File: config.mk
export PLATFORM = sky130hd
export DESIGN_NAME = reg_wb_arbiter_flat
export DESIGN_NICKNAME = d
export VERILOG_FILES = /design/src/rtl/reg_wb_arbiter_if.sv /design/src/rtl/reg_wb_arbiter.sv /design/src/flat_wrapper.sv
export SDC_FILE = /design/constraint.sdc
export NUM_CORES = 1
export LEC_CHECK = 0
export ABC_AREA = 1
export BUFFER_PORTS_ARGS = -buffer_cell sky130_fd_sc_hd__buf_2
export CORE_ASPECT_RATIO = 1.75
export CORE_MARGIN = 2
export CORE_UTILIZATION = 44
export DETAILED_ROUTE_END_ITERATION = 10
export PLACE_DENSITY_LB_ADDON = 0.08
export SLEW_MARGIN = 20
export SYNTH_ARGS = -nofsm -noshare
export SYNTH_HDL_FRONTEND = slang
export SYNTH_SLANG_ARGS = --single-unit
export TNS_END_PERCENT = 10
File: constraint.sdc
create_clock -name clk -period 2.7 [get_ports clk]
set_input_delay 0 -clock clk [delete_from_list [all_inputs] [get_ports clk]]
set_output_delay 0 -clock clk [all_outputs]
set_load 0.005 [all_outputs]
File: src/rtl/reg_wb_arbiter_if.sv
// Writeback bus between the ALU/MEM requesters, the issue stage and the arbiter.
// The arbiter takes the slave modport; the requesters and the issue stage take the master modport.
interface reg_wb_arbiter_if;
  logic        alu_valid;
  logic [4:0]  alu_reg;
  logic [31:0] alu_data;
  logic        alu_ready;

  logic        mem_valid;
  logic [4:0]  mem_reg;
  logic [31:0] mem_data;
  logic        mem_ready;

  logic        claim_en;
  logic [4:0]  claim_reg;
  logic [4:0]  query_reg1;
  logic [4:0]  query_reg2;
  logic        busy1;
  logic        busy2;

  logic        reg_write;
  logic [4:0]  write_reg;
  logic [31:0] write_data;

  modport slave (
    input  alu_valid, alu_reg, alu_data,
    output alu_ready,
    input  mem_valid, mem_reg, mem_data,
    output mem_ready,
    input  claim_en, claim_reg, query_reg1, query_reg2,
    output busy1, busy2,
    output reg_write, write_reg, write_data
  );

  modport master (
    output alu_valid, alu_reg, alu_data,
    input  alu_ready,
    output mem_valid, mem_reg, mem_data,
    input  mem_ready,
    output claim_en, claim_reg, query_reg1, query_reg2,
    input  busy1, busy2,
    input  reg_write, write_reg, write_data
  );
endinterface

File: src/rtl/reg_wb_arbiter.sv
// Register-file writeback arbiter: MEM has priority, ALU wins after STARVE_LIMIT stalls.
// Also tracks which destination registers have a write still in flight (busy bitmap).
module reg_wb_arbiter #(
  parameter int STARVE_LIMIT = 3
) (
  input  logic            clk,
  input  logic            rst,
  reg_wb_arbiter_if.slave bus
);

  localparam logic [3:0] LIMIT = 4'(STARVE_LIMIT);

  logic [3:0]  starve_cnt;
  logic [31:0] busy_map;
  logic [31:0] busy_next;
  logic        alu_override;
  logic        alu_grant;
  logic        mem_grant;
  logic        wr_en;
  logic [4:0]  wr_reg;
  logic [31:0] wr_data;

  // Grant depends only on the valids and the stall counter, never on ready.
  always_comb begin
    alu_override = bus.alu_valid && (starve_cnt == LIMIT);
    alu_grant    = !rst && bus.alu_valid && (!bus.mem_valid || alu_override);
    mem_grant    = !rst && bus.mem_valid && !alu_override;
  end

  assign bus.alu_ready = alu_grant;
  assign bus.mem_ready = mem_grant;

  always_ff @(posedge clk) begin
    if (rst) begin
      starve_cnt <= 4'd0;
    end else if (!bus.alu_valid || alu_grant) begin
      starve_cnt <= 4'd0;
    end else if (starve_cnt != LIMIT) begin
      starve_cnt <= starve_cnt + 4'd1;
    end
  end

  // Writes to r0 are accepted on the bus but never reach the register file.
  always_ff @(posedge clk) begin
    if (rst) begin
      wr_en   <= 1'b0;
      wr_reg  <= 5'd0;
      wr_data <= 32'd0;
    end else if (alu_grant) begin
      wr_en   <= (bus.alu_reg != 5'd0);
      wr_reg  <= bus.alu_reg;
      wr_data <= bus.alu_data;
    end else if (mem_grant) begin
      wr_en   <= (bus.mem_reg != 5'd0);
      wr_reg  <= bus.mem_reg;
      wr_data <= bus.mem_data;
    end else begin
      wr_en   <= 1'b0;
    end
  end

  assign bus.reg_write  = wr_en;
  assign bus.write_reg  = wr_reg;
  assign bus.write_data = wr_data;

  // Claim is applied after clear so a same-edge claim of the retiring register wins.
  always_comb begin
    busy_next = busy_map;
    if (wr_en) begin
      busy_next[wr_reg] = 1'b0;
    end
    if (bus.claim_en && (bus.claim_reg != 5'd0)) begin
      busy_next[bus.claim_reg] = 1'b1;
    end
    busy_next[0] = 1'b0;
  end

  always_ff @(posedge clk) begin
    if (rst) begin
      busy_map <= 32'd0;
    end else begin
      busy_map <= busy_next;
    end
  end

  assign bus.busy1 = busy_map[bus.query_reg1];
  assign bus.busy2 = busy_map[bus.query_reg2];

endmodule

File: src/flat_wrapper.sv
// flat-port wrapper written by rule: the top's interface ports become plain ports
module reg_wb_arbiter_flat 
#(
  parameter int STARVE_LIMIT = 3
)
  (clk, rst, bus_alu_valid, bus_alu_reg, bus_alu_data, bus_alu_ready, bus_mem_valid, bus_mem_reg, bus_mem_data, bus_mem_ready, bus_claim_en, bus_claim_reg, bus_query_reg1, bus_query_reg2, bus_busy1, bus_busy2, bus_reg_write, bus_write_reg, bus_write_data);
  reg_wb_arbiter_if bus_i ();
  input  logic clk;
  input  logic rst;
  input wire logic [$bits(bus_i.alu_valid)-1:0] bus_alu_valid;
  input wire logic [$bits(bus_i.alu_reg)-1:0] bus_alu_reg;
  input wire logic [$bits(bus_i.alu_data)-1:0] bus_alu_data;
  output wire logic [$bits(bus_i.alu_ready)-1:0] bus_alu_ready;
  input wire logic [$bits(bus_i.mem_valid)-1:0] bus_mem_valid;
  input wire logic [$bits(bus_i.mem_reg)-1:0] bus_mem_reg;
  input wire logic [$bits(bus_i.mem_data)-1:0] bus_mem_data;
  output wire logic [$bits(bus_i.mem_ready)-1:0] bus_mem_ready;
  input wire logic [$bits(bus_i.claim_en)-1:0] bus_claim_en;
  input wire logic [$bits(bus_i.claim_reg)-1:0] bus_claim_reg;
  input wire logic [$bits(bus_i.query_reg1)-1:0] bus_query_reg1;
  input wire logic [$bits(bus_i.query_reg2)-1:0] bus_query_reg2;
  output wire logic [$bits(bus_i.busy1)-1:0] bus_busy1;
  output wire logic [$bits(bus_i.busy2)-1:0] bus_busy2;
  output wire logic [$bits(bus_i.reg_write)-1:0] bus_reg_write;
  output wire logic [$bits(bus_i.write_reg)-1:0] bus_write_reg;
  output wire logic [$bits(bus_i.write_data)-1:0] bus_write_data;
  assign bus_i.alu_valid = bus_alu_valid;
  assign bus_i.alu_reg = bus_alu_reg;
  assign bus_i.alu_data = bus_alu_data;
  assign bus_alu_ready = bus_i.alu_ready;
  assign bus_i.mem_valid = bus_mem_valid;
  assign bus_i.mem_reg = bus_mem_reg;
  assign bus_i.mem_data = bus_mem_data;
  assign bus_mem_ready = bus_i.mem_ready;
  assign bus_i.claim_en = bus_claim_en;
  assign bus_i.claim_reg = bus_claim_reg;
  assign bus_i.query_reg1 = bus_query_reg1;
  assign bus_i.query_reg2 = bus_query_reg2;
  assign bus_busy1 = bus_i.busy1;
  assign bus_busy2 = bus_i.busy2;
  assign bus_reg_write = bus_i.reg_write;
  assign bus_write_reg = bus_i.write_reg;
  assign bus_write_data = bus_i.write_data;
  reg_wb_arbiter #(.STARVE_LIMIT(STARVE_LIMIT)) u_core (.clk(clk), .rst(rst), .bus(bus_i));
endmodule
==> results.json <==
{
  "cp_max_fo": 38,
  "yosysTopAreaCellShare_pct": 35.37,
  "drv_cap": 0,
  "ir_worst_vdd_uv": 376.5,
  "overflow": 0,
  "drive_above_1_share_pct": 20.41,
  "reg2reg_from": "u_core.starve_cnt[0]$_SDFFE_PP0P_",
  "r2r_end": "u_core.bus.write_data[10]$_SDFFE_PP0P_",
  "clk_latency_ns": 0.33,
  "synth_edf_count": 0,
  "clockBufferDepth": 2,
  "first_global_vias": 5014,
  "placed_cells": 871,
  "synth_nets": 737,
  "ant_nets": 0,
  "setup_viol_count_final": 0,
  "ctsResizeCount": 0,
  "yosysUniqueCellTypes": 25,
  "grt_max_degree": 39,
  "yosys_most_used_dff": "dfxtp_1",
  "grt_usage_pct": 27.03,
  "largest_reg_flops": 32,
  "first_pass_iters": 5,
  "run_status": "complete, no violations",
  "worstSetupStartpointType": "flip-flop",
  "drt-initial-drc-count": 267,
  "die_h_um": 132.2,
  "worst_ep_arrival_time_ns": 2.71,
  "numCtsBuffers": 9,
  "endpoint": "u_core.bus.write_data[10]$_SDFFE_PP0P_",
  "worstSetupPathType": "flip-flop to flip-flop",
  "slew_headroom_pct": 35.44,
  "drc": 0,
  "syn_inst": 642,
  "reg2reg_setup_slack_ns": 0.21,
  "start_util_pct": 45.43,
  "cts_tree": "done",
  "portBuffers": 135,
  "hold_buffers": 62,
  "syn-cell-area_um2": 4131,
  "hpwl_um": 9354,
  "fp.coreArea_um2": 9094,
  "synthTopCellsByArea": "dfxtp_1 (35%), nand2_1 (17%), nand3_1 (16%)",
  "gp_congestion": 0.9076,
  "postCtsSetupBuffers": 0,
  "hold_violations": 0,
  "drt_wl_total_um": 13490,
  "dieArea_um2": 10210,
  "syn2layout_area_growth_pct": 38.92,
  "final_util_pct": 63.11,
  "synth.most_common_cell": "nand2_1",
  "synth_common_cells": "nand2_1 (190), nand3_1 (136), dfxtp_1 (73)",
  "avgSynthCellArea_um2": 6.435,
  "wl_per_cell_um": 14.23,
  "rows": 46,
  "synth_seq_cells": 73,
  "antenna_found_initial": 0,
  "power_density_nw_per_um2": 510.5,
  "die_w_um": 77.25,
  "hp-class": "input pin to flip-flop",
  "grt_setup_unrepaired": "no",
  "n_antenna_cell": 0,
  "tightestPinTransition_ns": 0.9610,
  "dr_total_vias": 4991,
  "hp-start": "bus_alu_data[2]",
  "avgViaCountPerCell": 5.265,
  "postLayoutCellArea_um2": 5739,
  "slew_violations": 0,
  "end_kind": "flip-flop",
  "startpoint": "u_core.starve_cnt[0]$_SDFFE_PP0P_",
  "max_freq_ghz": 0.4024,
  "fin_crit_sh_pct": 92.05,
  "r2r_cells": 11,
  "dpl_cell_area_um2": 4803,
  "root_buffer": "clkbuf_16",
  "leakage_uw": 0.002802,
  "seq_area_frac_synth_pct": 35.37,
  "grt_pass1_wl_um": 22420,
  "setup_tns_ns": 0,
  "async_reset_ff_share_pct": 0,
  "cts_sinks": 73,
  "power.total_uw": 2930,
  "ys_warn_count": 0,
  "cp.required_ns": 2.93,
  "synth.largest_area_cell": "dfxtp_1",
  "path_clk_slew_ns": 0.05,
  "nNetsFinal": 919,
  "ios": 136,
  "layout_min_cycle_time_ns": 2.485,
  "worst_clock_skew_ns": 0.005426,
  "htreeDepth": 3,
  "fin_cells": 948
}
## area by class of cell
type,instances,area [um^2]
sequential,73,1461
multi-input combinational,461,2178
tap,120,150.1
timing repair buffer,205,1356
fill,878,3354
clock buffer,13,280.3
clock inverter,2,35.03
inverter,74,277.8
## through the flow
stage                     setup WS [ns]  hold WS, ns
after floorplan                   1.285      0.09082
after global placement           0.9040       0.2692
after detailed placement         0.8536       0.2715
after CTS                        0.3601   0.00002554
after global routing            0.05826     0.009806
final                            0.2148     0.005331
## power breakdown
part           leakage [uW]  internal [uW]  switching, uW  total, uW
combinational       0.00205            246            281        527
clock              0.000158            809            429       1240
sequential         0.000598           1130           34.1       1160
## cell usage in the layout (no fill, tap or decap)
| cell | n |
|---|---|
| nand2_1 | 190 |
| nand3_1 | 136 |
| buf_2 | 135 |
| dfxtp_1 | 73 |
| inv_1 | 71 |
| dlygate4sd3_1 | 62 |
| a21oi_1 | 39 |
| o21a_1 | 32 |
| o21ai_0 | 32 |
| nor3_1 | 13 |
| clkbuf_16 | 9 |
| buf_4 | 8 |
| nor2_1 | 5 |
| nand2_2 | 4 |
| clkbuf_8 | 4 |
| inv_2 | 2 |
| or2_2 | 2 |
| nor2_4 | 1 |
| nor2_2 | 1 |
| clkinv_1 | 1 |
| o21ai_2 | 1 |
| a211oi_1 | 1 |
| nand4_1 | 1 |
| nor4_1 | 1 |
| xor2_1 | 1 |
| ha_1 | 1 |
| bufinv_16 | 1 |
| clkinv_2 | 1 |
## how the worst min path moves through the flow
stage,to,slack [ns],cells after the start
floorplan,bus_busy1,0.09,2
global placement,bus_busy2,0.27,4
detailed placement,bus_busy2,0.27,4
CTS,u_core.bus.write_data[2]$_SDFFE_PP0P_,0.00003,5
global route,u_core.bus.write_data[2]$_SDFFE_PP0P_,0.01,5
finish,u_core.bus.write_data[2]$_SDFFE_PP0P_,0.005,5
## worst max-delay path: stages (launching register included)
cell and delay [ns]:
dfxtp_1 0.35, ha_1 0.19, nand2_2 0.08, nor2_4 0.12, nand2_2 0.07, nand2_2 0.07, nand2_2 0.41, nand2_1 0.24
nand3_1 0.10, dlygate4sd3_1 0.60, nand2_1 0.08, inv_1 0.04
## metal layers
metal	wire, um	track usage (%)
met5	0	0
met3	780	6.301
met4	616	13.79
met2	7321	50.53
met1	4775	27.19
## kinds of logic after synthesis
group / synth area share [%]
AND/OR/NAND/NOR: 37.40
buffers and inverters: 11.90
AO/OA/AOI/OAI: 14.81
flip-flops: 35.37
XOR/XNOR: 0.2120
adder cells (fa/ha/maj): 0.3028
(Power assumes the default switching activity.)
